[config.mk]
export PLATFORM = sky130hd
export DESIGN_NAME = prime_recover_flat
export DESIGN_NICKNAME = d
export VERILOG_FILES = /design/src/rtl/prime_recover_pkg.sv /design/src/rtl/prime_recover_if.sv /design/src/rtl/prime_recover_isqrt_serial.sv /design/src/rtl/prime_recover.sv /design/src/flat_wrapper.sv
export SDC_FILE = /design/constraint.sdc
export NUM_CORES = 1
export LEC_CHECK = 0
export BUFFER_PORTS_ARGS = -buffer_cell sky130_fd_sc_hd__buf_2
export CAP_MARGIN = 10
export CORE_ASPECT_RATIO = 0.5
export CORE_MARGIN = 2
export CORE_UTILIZATION = 40
export DETAILED_ROUTE_END_ITERATION = 10
export SLEW_MARGIN = 40
export SYNTH_ARGS = -nofsm -noshare
export SYNTH_HDL_FRONTEND = slang
export SYNTH_HIERARCHICAL = 1
export SYNTH_SLANG_ARGS = --single-unit
[constraint.sdc]
create_clock -name clk -period 12.1 [get_ports clk]
set_clock_uncertainty 0.2 [all_clocks]
set_input_delay 2.42 -clock clk [delete_from_list [all_inputs] [get_ports clk]]
set_output_delay 2.42 -clock clk [all_outputs]
set_load 0.02 [all_outputs]
[src/rtl/prime_recover_pkg.sv]
// Shared types and width constants for the prime_recover block and its
// serial square-root helper. SIZE is the bit width of one prime factor.
package prime_recover_pkg;

  localparam int SIZE   = 12;
  localparam int ROOT_W = SIZE;          // d, p, q
  localparam int SUM_W  = SIZE + 1;      // s = p + q
  localparam int SQ_W   = 2 * SIZE + 2;  // s*s and 4n before truncation
  localparam int MOD_W  = 2 * SIZE;      // n, phi, D

  typedef enum logic [2:0] {
    IDLE,
    PREP,
    ROOT,
    CHECK,
    DONE
  } state_t;

endpackage

[src/rtl/prime_recover_if.sv]
// Request/result bundle between the (modulus, totient) source and
// prime_recover. The source side is master, the recovery block is slave.
interface prime_recover_if;

  logic                                enabled;
  logic [prime_recover_pkg::MOD_W-1:0]  modulus;
  logic [prime_recover_pkg::MOD_W-1:0]  totient;
  logic [prime_recover_pkg::ROOT_W-1:0] p;
  logic [prime_recover_pkg::ROOT_W-1:0] q;
  logic                                error;
  logic                                finished;

  modport master (
    output enabled, modulus, totient,
    input  p, q, error, finished
  );

  modport slave (
    input  enabled, modulus, totient,
    output p, q, error, finished
  );

endinterface

[src/rtl/prime_recover_isqrt_serial.sv]
// Restoring integer square root, one root bit per clock, MSB first.
// start loads the radicand; ROOT_W iterations follow. last is high during
// the final iteration so a caller can leave its wait state on that edge and
// read root on the following cycle.
module isqrt_serial
  import prime_recover_pkg::*;
(
  input  logic              clk,
  input  logic              rst,
  input  logic              start,
  input  logic [MOD_W-1:0]  radicand,
  output logic              last,
  output logic [ROOT_W-1:0] root
);

  localparam int REM_W = ROOT_W + 2;
  localparam int TMP_W = ROOT_W + 4;
  localparam int CNT_W = $clog2(ROOT_W);

  logic [MOD_W-1:0] rad_q;
  logic [REM_W-1:0] rem_q;
  logic [CNT_W-1:0] cnt_q;
  logic             busy_q;
  logic [TMP_W-1:0] rem_sh;
  logic [TMP_W-1:0] trial;
  logic             fits;

  // Bring down the next radicand bit pair and form the trial subtrahend 4r+1.
  always_comb begin
    rem_sh = {rem_q, rad_q[MOD_W-1 -: 2]};
    trial  = {2'b00, root, 2'b01};
    fits   = (rem_sh >= trial);
  end

  assign last = busy_q && (cnt_q == '0);

  // Iteration registers; the bit counter runs down to zero.
  always_ff @(posedge clk) begin
    if (rst) begin
      rad_q  <= '0;
      rem_q  <= '0;
      root   <= '0;
      cnt_q  <= '0;
      busy_q <= 1'b0;
    end else if (start) begin
      rad_q  <= radicand;
      rem_q  <= '0;
      root   <= '0;
      cnt_q  <= CNT_W'(ROOT_W - 1);
      busy_q <= 1'b1;
    end else if (busy_q) begin
      rad_q <= rad_q << 2;
      if (fits) begin
        rem_q <= REM_W'(rem_sh - trial);
        root  <= {root[ROOT_W-2:0], 1'b1};
      end else begin
        rem_q <= REM_W'(rem_sh);
        root  <= {root[ROOT_W-2:0], 1'b0};
      end
      cnt_q <= cnt_q - 1'b1;
      if (cnt_q == '0) busy_q <= 1'b0;
    end
  end

endmodule

[src/rtl/prime_recover.sv]
// Recovers the two prime factors of an RSA modulus from (n, phi):
//   s = n - phi + 1 = p + q,  D = s*s - 4n = (p - q)^2,  d = isqrt(D),
//   p = (s + d) / 2,  q = (s - d) / 2.
// Optional build macro PRIME_RECOVER_CHECK_EN adds a final p*q == n test.
//
//   state | meaning
//   IDLE  | waiting for enabled; captures n and phi
//   PREP  | forms s and D, rejects impossible pairs early
//   ROOT  | serial square root of D, SIZE cycles
//   CHECK | verifies d*d == D and parity, forms p and q
//   DONE  | finished high until enabled drops
module prime_recover
  import prime_recover_pkg::*;
(
  input  logic             clk,
  input  logic             rst,
  prime_recover_if.slave   bus
);

  state_t             state_q, state_d;
  logic [MOD_W-1:0]   n_q, phi_q, d_q;
  logic               err_pend;
  logic [ROOT_W-1:0]  p_q, q_q;
  logic               err_q;

  logic [SUM_W-1:0]   s;
  logic [SQ_W-1:0]    s_sq, four_n, d_full;
  logic               early_err, d_trunc_err;
  logic [ROOT_W-1:0]  root;
  logic               root_last, root_start;
  logic [MOD_W-1:0]   root_sq;
  logic [SUM_W:0]     sum_sd;
  logic [SUM_W-1:0]   p_full;
  logic [ROOT_W-1:0]  q_full;
  logic               check_err;

  // Sum of factors and discriminant from the captured operands.
  always_comb begin
    s           = SUM_W'(n_q) - SUM_W'(phi_q) + SUM_W'(1);
    s_sq        = SQ_W'(s) * SQ_W'(s);
    four_n      = {n_q, 2'b00};
    early_err   = (phi_q > n_q) || (s == '0) || (s_sq < four_n);
    d_full      = s_sq - four_n;
    d_trunc_err = |d_full[SQ_W-1:MOD_W];
  end

  // Factor formation and consistency tests on the finished root.
  always_comb begin
    root_sq   = MOD_W'(root) * MOD_W'(root);
    sum_sd    = (SUM_W+1)'(s) + (SUM_W+1)'(root);
    p_full    = SUM_W'(sum_sd >> 1);
    q_full    = ROOT_W'((s - SUM_W'(root)) >> 1);
    check_err = (root_sq != d_q) || sum_sd[0] || p_full[SUM_W-1];
`ifdef PRIME_RECOVER_CHECK_EN
    if ((MOD_W'(p_full[ROOT_W-1:0]) * MOD_W'(q_full)) != n_q) check_err = 1'b1;
`endif
  end

  isqrt_serial u_isqrt (
    .clk      (clk),
    .rst      (rst),
    .start    (root_start),
    .radicand (d_full[MOD_W-1:0]),
    .last     (root_last),
    .root     (root)
  );

  // Next-state decode and square-root launch.
  always_comb begin
    state_d    = state_q;
    root_start = 1'b0;
    case (state_q)
      IDLE:  if (bus.enabled) state_d = PREP;
      PREP: begin
        if (early_err) begin
          state_d = DONE;
        end else begin
          root_start = 1'b1;
          state_d    = ROOT;
        end
      end
      ROOT:  if (root_last) state_d = CHECK;
      CHECK: state_d = DONE;
      DONE:  if (!bus.enabled) state_d = IDLE;
      default: state_d = IDLE;
    endcase
  end

  // State register.
  always_ff @(posedge clk) begin
    if (rst) state_q <= IDLE;
    else     state_q <= state_d;
  end

  // Operand capture and result registers; results only move when entering DONE.
  always_ff @(posedge clk) begin
    if (rst) begin
      n_q      <= '0;
      phi_q    <= '0;
      d_q      <= '0;
      err_pend <= 1'b0;
      p_q      <= '0;
      q_q      <= '0;
      err_q    <= 1'b0;
    end else begin
      case (state_q)
        IDLE: begin
          if (bus.enabled) begin
            n_q      <= bus.modulus;
            phi_q    <= bus.totient;
            err_pend <= 1'b0;
          end
        end
        PREP: begin
          if (early_err) begin
            p_q   <= '0;
            q_q   <= '0;
            err_q <= 1'b1;
          end else begin
            d_q      <= d_full[MOD_W-1:0];
            err_pend <= d_trunc_err;
          end
        end
        CHECK: begin
          if (err_pend || check_err) begin
            p_q   <= '0;
            q_q   <= '0;
            err_q <= 1'b1;
          end else begin
            p_q   <= p_full[ROOT_W-1:0];
            q_q   <= q_full;
            err_q <= 1'b0;
          end
        end
        default: ;
      endcase
    end
  end

  assign bus.p        = p_q;
  assign bus.q        = q_q;
  assign bus.error    = err_q;
  assign bus.finished = (state_q == DONE);

endmodule
[src/flat_wrapper.sv]
// flat-port wrapper written by rule: the top's interface ports become plain ports
module prime_recover_flat import prime_recover_pkg::*;
  (clk, rst, bus_enabled, bus_modulus, bus_totient, bus_p, bus_q, bus_error, bus_finished);
  prime_recover_if bus_i ();
  input  logic clk;
  input  logic rst;
  input wire logic [$bits(bus_i.enabled)-1:0] bus_enabled;
  input wire logic [$bits(bus_i.modulus)-1:0] bus_modulus;
  input wire logic [$bits(bus_i.totient)-1:0] bus_totient;
  output wire logic [$bits(bus_i.p)-1:0] bus_p;
  output wire logic [$bits(bus_i.q)-1:0] bus_q;
  output wire logic [$bits(bus_i.error)-1:0] bus_error;
  output wire logic [$bits(bus_i.finished)-1:0] bus_finished;
  assign bus_i.enabled = bus_enabled;
  assign bus_i.modulus = bus_modulus;
  assign bus_i.totient = bus_totient;
  assign bus_p = bus_i.p;
  assign bus_q = bus_i.q;
  assign bus_error = bus_i.error;
  assign bus_finished = bus_i.finished;
  prime_recover u_core (.clk(clk), .rst(rst), .bus(bus_i));
endmodule
== Yosys cells after proc, flatten, opt, wreduce, memory -nomap -nowiden ==
Index checks and enable logic that the tools add are counted.
Cells by class
  $add $sub $neg: 7
  multiply operators: 2
  $lt $le $gt $ge: 3
  equal/unequal tests: 10
  mux-type cells: 27
  bitwise logic cells: 1
  reduce and logical (&&, ||, !) cells: 19
Operators with widths (count)
  2-to-1 mux 24 bit: 2
  one-hot mux 12 bit (2 select lines): 2
  2-to-1 mux 12 bit: 3
  < comparator 26 bit: 1
  multiplier 13 x 13 -> 26 bit: 1
  subtractor 26 bit: 1
  > comparator 24 bit: 1
  multiplier 12 x 12 -> 24 bit: 1
  inequality test 24 bit: 1
  greater-or-equal comparator 16 x 14 -> 1 bit: 1
  one-hot mux 3 bit (5 select lines): 1
  adder 13 x 12 -> 14 bit: 1
  2-to-1 mux 14 bit: 1
  subtractor 14 bit: 1
  adder 13 x 1 -> 13 bit, second input constant: 1
  logical NOT 13 bit: 1
  subtractor 13 x 12 -> 13 bit: 1
  subtractor 13 bit: 1
  2-to-1 mux 3 bit: 4
  2-to-1 mux 1 bit: 10
  2-to-1 mux 4 bit: 2
  equality test 3 x 2 -> 1 bit, second input constant: 2
  inequality test 2 bit, second input constant: 3
  AND reduction 2 bit: 3
  other kinds (13): 23
Word-level totals
  register bits: 156
  input bits: 51
  output and inout port bits: 26
  logic and storage cells: 83

== Longest topological paths before layout ==
  depth in word-level cells: 8
  gate-level depth with buffers: 49
  depth with buffers taken out: 45

== Cells and area by module ==
The synthesis kept the hierarchy.
Modules (own cells, without submodules)
  prime_recover: times used 1, cells an instance 1943, area each 15833.9 sq um, sequential area each 2001.9 sq um
  isqrt_serial: times used 1, cells an instance 366, area each 3010.4 sq um, sequential area each 1101.1 sq um

== Least setup slack after synthesis ==
OpenSTA, ideal clock, no wires.
  kind: reg2reg
  start point: reg u_core.n_q[1]
  end point: reg u_core.u_isqrt.rem_q[1]
  setup time: 62 ps
  arrival time: 10005 ps
  data required time: 11838 ps
  path slack: 1833 ps
  cell stages (with the launch flop): 48
  path buffers: 4
  period minus slack after synthesis: 10267 ps
  cell sequence: dfxtp_1 -> inv_1 -> ha_1 -> inv_1 -> ha_1 -> inv_1 -> fa_1 -> nand2b_1 -> a21oi_1 -> a2111oi_0 -> nor2_1 -> a211o_1 -> clkbuf_1 -> inv_1 -> nand2_1 -> inv_1 -> ha_1 -> xor2_1 -> [12 not listed] -> a21oi_1 -> nand3b_1 -> nand3_1 -> ha_1 -> a21o_1 -> a21o_1 -> a21oi_1 -> o21ai_0 -> o211ai_1 -> a22oi_1 -> nand3b_1 -> buf_6 -> inv_1 -> clkbuf_1 -> or2_2 -> clkbuf_1 -> or4b_1 -> nand3_1
On the way
  longest elaborated chain between the ends: 8
  elaborated cells between the ends (all ways): 11
  those cells by class: add/sub: 2; mul: 1; order compare: 2; mux: 2; reduce/logical: 4
RTL lines
  start: declaration: RTL line prime_recover.sv:21  | logic [MOD_W-1:0] n_q, phi_q, d_q;
  start signal: assignment: RTL line prime_recover.sv:109  | n_q <= bus.modulus;
  subtractor 13 bit: RTL line prime_recover.sv:39  | s = SUM_W'(n_q) - SUM_W'(phi_q) + SUM_W'(1);
  adder 13 x 1 -> 13 bit: RTL line prime_recover.sv:39
  multiplier 13 x 13 -> 26 bit or logical NOT 13 bit (tied branches): RTL line prime_recover.sv:40, prime_recover.sv:42
  < comparator 26 bit or logical OR 1 bit (tied branches): RTL line prime_recover.sv:42  | early_err = (phi_q > n_q) || (s == '0) || (s_sq < four_n);
  logical OR 1 bit (*): RTL line prime_recover.sv:42
  2-to-1 mux 1 bit (*): RTL line prime_recover.sv:75  | if (early_err) begin
  2-to-1 mux 1 bit (*): RTL line prime_recover.sv:72  | case (state_q)
  via u_core.root_start: RTL line prime_recover.sv:30  | logic root_last, root_start;
  OR reduction 2 bit (no line) (*)
  end signal: assignment: RTL line prime_recover_isqrt_serial.sv:54  | rem_q <= REM_W'(rem_sh - trial);
  end signal: assignment: RTL line prime_recover_isqrt_serial.sv:57  | rem_q <= REM_W'(rem_sh);
  end: declaration: RTL line prime_recover_isqrt_serial.sv:21  | logic [REM_W-1:0] rem_q;
The timed path passes the listed nets; every way through them passes the cells marked *.
A chain may end at the register's enable or synchronous reset.

== Worst setup path in the final report ==
  start point: reg u_core.n_q[1]
  end point: reg u_core.u_isqrt.rem_q[13]
The elaborated chain is that of the path after synthesis.

==> results.md <==
* Crit path from: u_core/n_q[1]
* Die height at ~160 um
* Post-Syn Area at 0.01884 mm^2
* CTS root buf: clkbuf_16
* Routability Congestion at just under 0.9
* Final Net Count at 2812
* Critical path destination: u_core/u_isqrt/rem_q[13]
* RR Startpoint: u_core/n_q[1]
* Largest net degree at the start of global routing at about 100
* Status: completed
* Fin Setup TNS at 0 ns
* Post-synth top area share at 19.12%
* Slowest cell on the critical path: a2111oi_1
* GRT Overall Usage at approximately 21%
* Cts hold-fix bufs at 0
* Register area share after synthesis at 16.47%
* Initial antenna violation count at 3
* Hold Path Class: reg -> reg
* MaxCap Viol Count at 0
* Die area at 0.04897 mm^2
* DRT iter0 DRCs at roughly 1000
* Worst hold-check slack at 0.2555 ns
* CP max FO at 54
* Slew @ Worst Pin at 0.8006 ns
* Synth area leader: fa_1
* Crit. path cell count at 43
* FILL cells at approximately 4700
* WL final at 49550 um
* TritonCTS clock tree: built
* Port buffer count at 76
* Starting density of the core at 40.38%
* Net Count, Synth at 2771
* Clock-pin transition on the worst setup and hold timing paths at 0.08 ns
* CTS Buf Count at 17
* Deepest clock path buffer count at 2
* Top FF cell, synth: dfxtp_1
* CP max stage delay at 0.58 ns
* Top-count cell post-synth: inv_1
* Delay-heaviest family, CP: adder cells
* Wire per inst at 16.51 um
* Skew-Pair Late Insertion Delay at approximately 0.44 ns
* Yosys reg bits at around 160
* DRC Markers at 0
* Avg Vias per Cell at 5.121
* DP HPWL at between 30000 and 40000 um
* Synth cell count leaders: inv_1, nor2_1, ha_1, nand2_1
* FF-to-FF End: u_core/u_isqrt/rem_q[13]
* Ports at 77
* Avg Cell Area, Syn at 8.161 um^2
* Layout Area Growth over Synthesis at 8.857%
* Slew HR at 46.63%
* Vias in the first global route at 15100
* Layout cells sized above 1 at 7.067%
* Ys Warns at 6
* R2r setup slk at 1.17 ns
* Die width at 311.0 um
* Buf+Inv Stages, Crit Path at 10
* Asr flop ratio synth at 0%
* H-tree depth at 4
* DRT Pass-1 Iters at 6
* Post-CTS setup buffers at 0
* Site row count at 56
* Number of flops mapped to enable cells by yosys at 0
* Final slew viol count at 0
* CP Class: reg -> reg
* Fmax at roughly 92 MHz
* CTS resizes at 0
* RSZ-0062 raised after global routing: no
* Total number of vias at 15370
* Core area at 0.04666 mm^2
* Final ANT Viol Nets at 0
* Clk sinks at 155
* Final Hold Violating Endpoints at 0
* CP Capture Type: flip-flop
* FF-to-FF path depth at 43
* Final setup fails at 0
* Synth Instances at between 2000 and 2500
* Largest cells by area after synthesis: fa_1, dfxtp_1, ha_1, inv_1, nor2_1
* Crit path top cell by count: inv_1
* Global route overflow at 0
* Crit path DAT at approximately 11 ns
* Crit share post-route at 90.29%
* Final min period at 10.93 ns
* Netlist cell types at 80
* CP startpoint kind: flip-flop
* First-pass GRT wire length at 80450 um
* Required @ worst endpoint at 12.23 ns
## through the flow
stage	utilization [%]	setup WS, ns	std cells	area [um^2]
3_5_place_dp	42.60	1.167	2969	19880
6_report	43.96	1.175	3002	20510
4_1_cts	43.93	1.132	3001	20500
5_1_grt	43.95	0.4980	3001	20510
3_3_place_gp	42.55	1.400	2969	19860
2_1_floorplan	-	1.833	2309	18840
## placed cells by master, fill, tap and decap left out, types with 10 or more instances in the layout
| master | count |
|---|---|
| a211oi_1 | 19 |
| a21o_1 | 27 |
| a21oi_1 | 180 |
| a31oi_1 | 11 |
| and2_1 | 15 |
| and3_1 | 10 |
| buf_2 | 75 |
| buf_4 | 21 |
| clkbuf_16 | 17 |
| dfxtp_1 | 154 |
| fa_1 | 180 |
| ha_1 | 231 |
| inv_1 | 371 |
| mux2i_1 | 66 |
| nand2_1 | 226 |
| nand2b_1 | 15 |
| nand3_1 | 18 |
| nand4_1 | 14 |
| nor2_1 | 247 |
| nor2b_1 | 15 |
| nor3_1 | 28 |
| o21ai_0 | 74 |
| o21bai_1 | 17 |
| o31ai_1 | 10 |
| or3_1 | 26 |
| xnor2_1 | 87 |
| xor2_1 | 40 |
## metal layers
layer  GRT usage [%]  wire [um]
met4           4.601        807
met3           2.622       2462
met1           29.53      24570
met2           33.20      21720
met5               0          0
## worst min-delay path by stage
stage               cells past startpoint         endpoint  slack [ns]            start
floorplan                               2   u_core/n_q[12]        0.24   u_core/n_q[12]
global placement                        2  u_core/bus.q[4]        0.23  u_core/bus.q[4]
detailed placement                      2  u_core/bus.q[7]        0.24  u_core/bus.q[7]
CTS                                     2  u_core/bus.q[7]        0.26  u_core/bus.q[7]
global route                            2  u_core/bus.q[9]        0.27  u_core/bus.q[9]
finish                                  2  u_core/bus.q[7]        0.26  u_core/bus.q[7]
## state kept, by name, indices dropped and copies added (netlist names), 12 cells and up
name	cells
u_core/phi_q	24
u_core/d_q	23
u_core/u_isqrt/rem_q	14
u_core/u_isqrt/rad_q	24
u_core/bus.p	12
u_core/n_q	24
u_core/bus.q	12
u_core/u_isqrt/root	12
## tightest hold or removal path, cell delays in order (launching register included)
cell and delay [ns]:
dfxtp_1 0.32, nand2_1 0.04, o21ai_0 0.06
## final cells by class
class                      count  area [um^2]  share of cell area, %
sequential                   155         3104                  15.13
clock buffer                  17        425.4                  2.074
antenna                        1        2.502                0.01220
clock inverter                15        195.2                 0.9515
multi-input combinational   1693        13980                  68.17
tap                          638        798.3                  3.891
timing repair buffer          98        555.5                  2.708
inverter                     385         1448                  7.057
## logic make-up after synthesis
kind of cell	count (synthesis)	share of synthesized area, %
fa+ha+maj	411	34.46
flops	155	16.47
buf+inv	461	9.601
other cells	1	0.01990
mux	69	3.685
compound gates	417	13.61
simple gates	663	15.90
xor+xnor	132	6.255
Power is left out: the tool's default activity adds up to more than one toggle a clock period on the data nets, which glitch-free logic cannot reach.
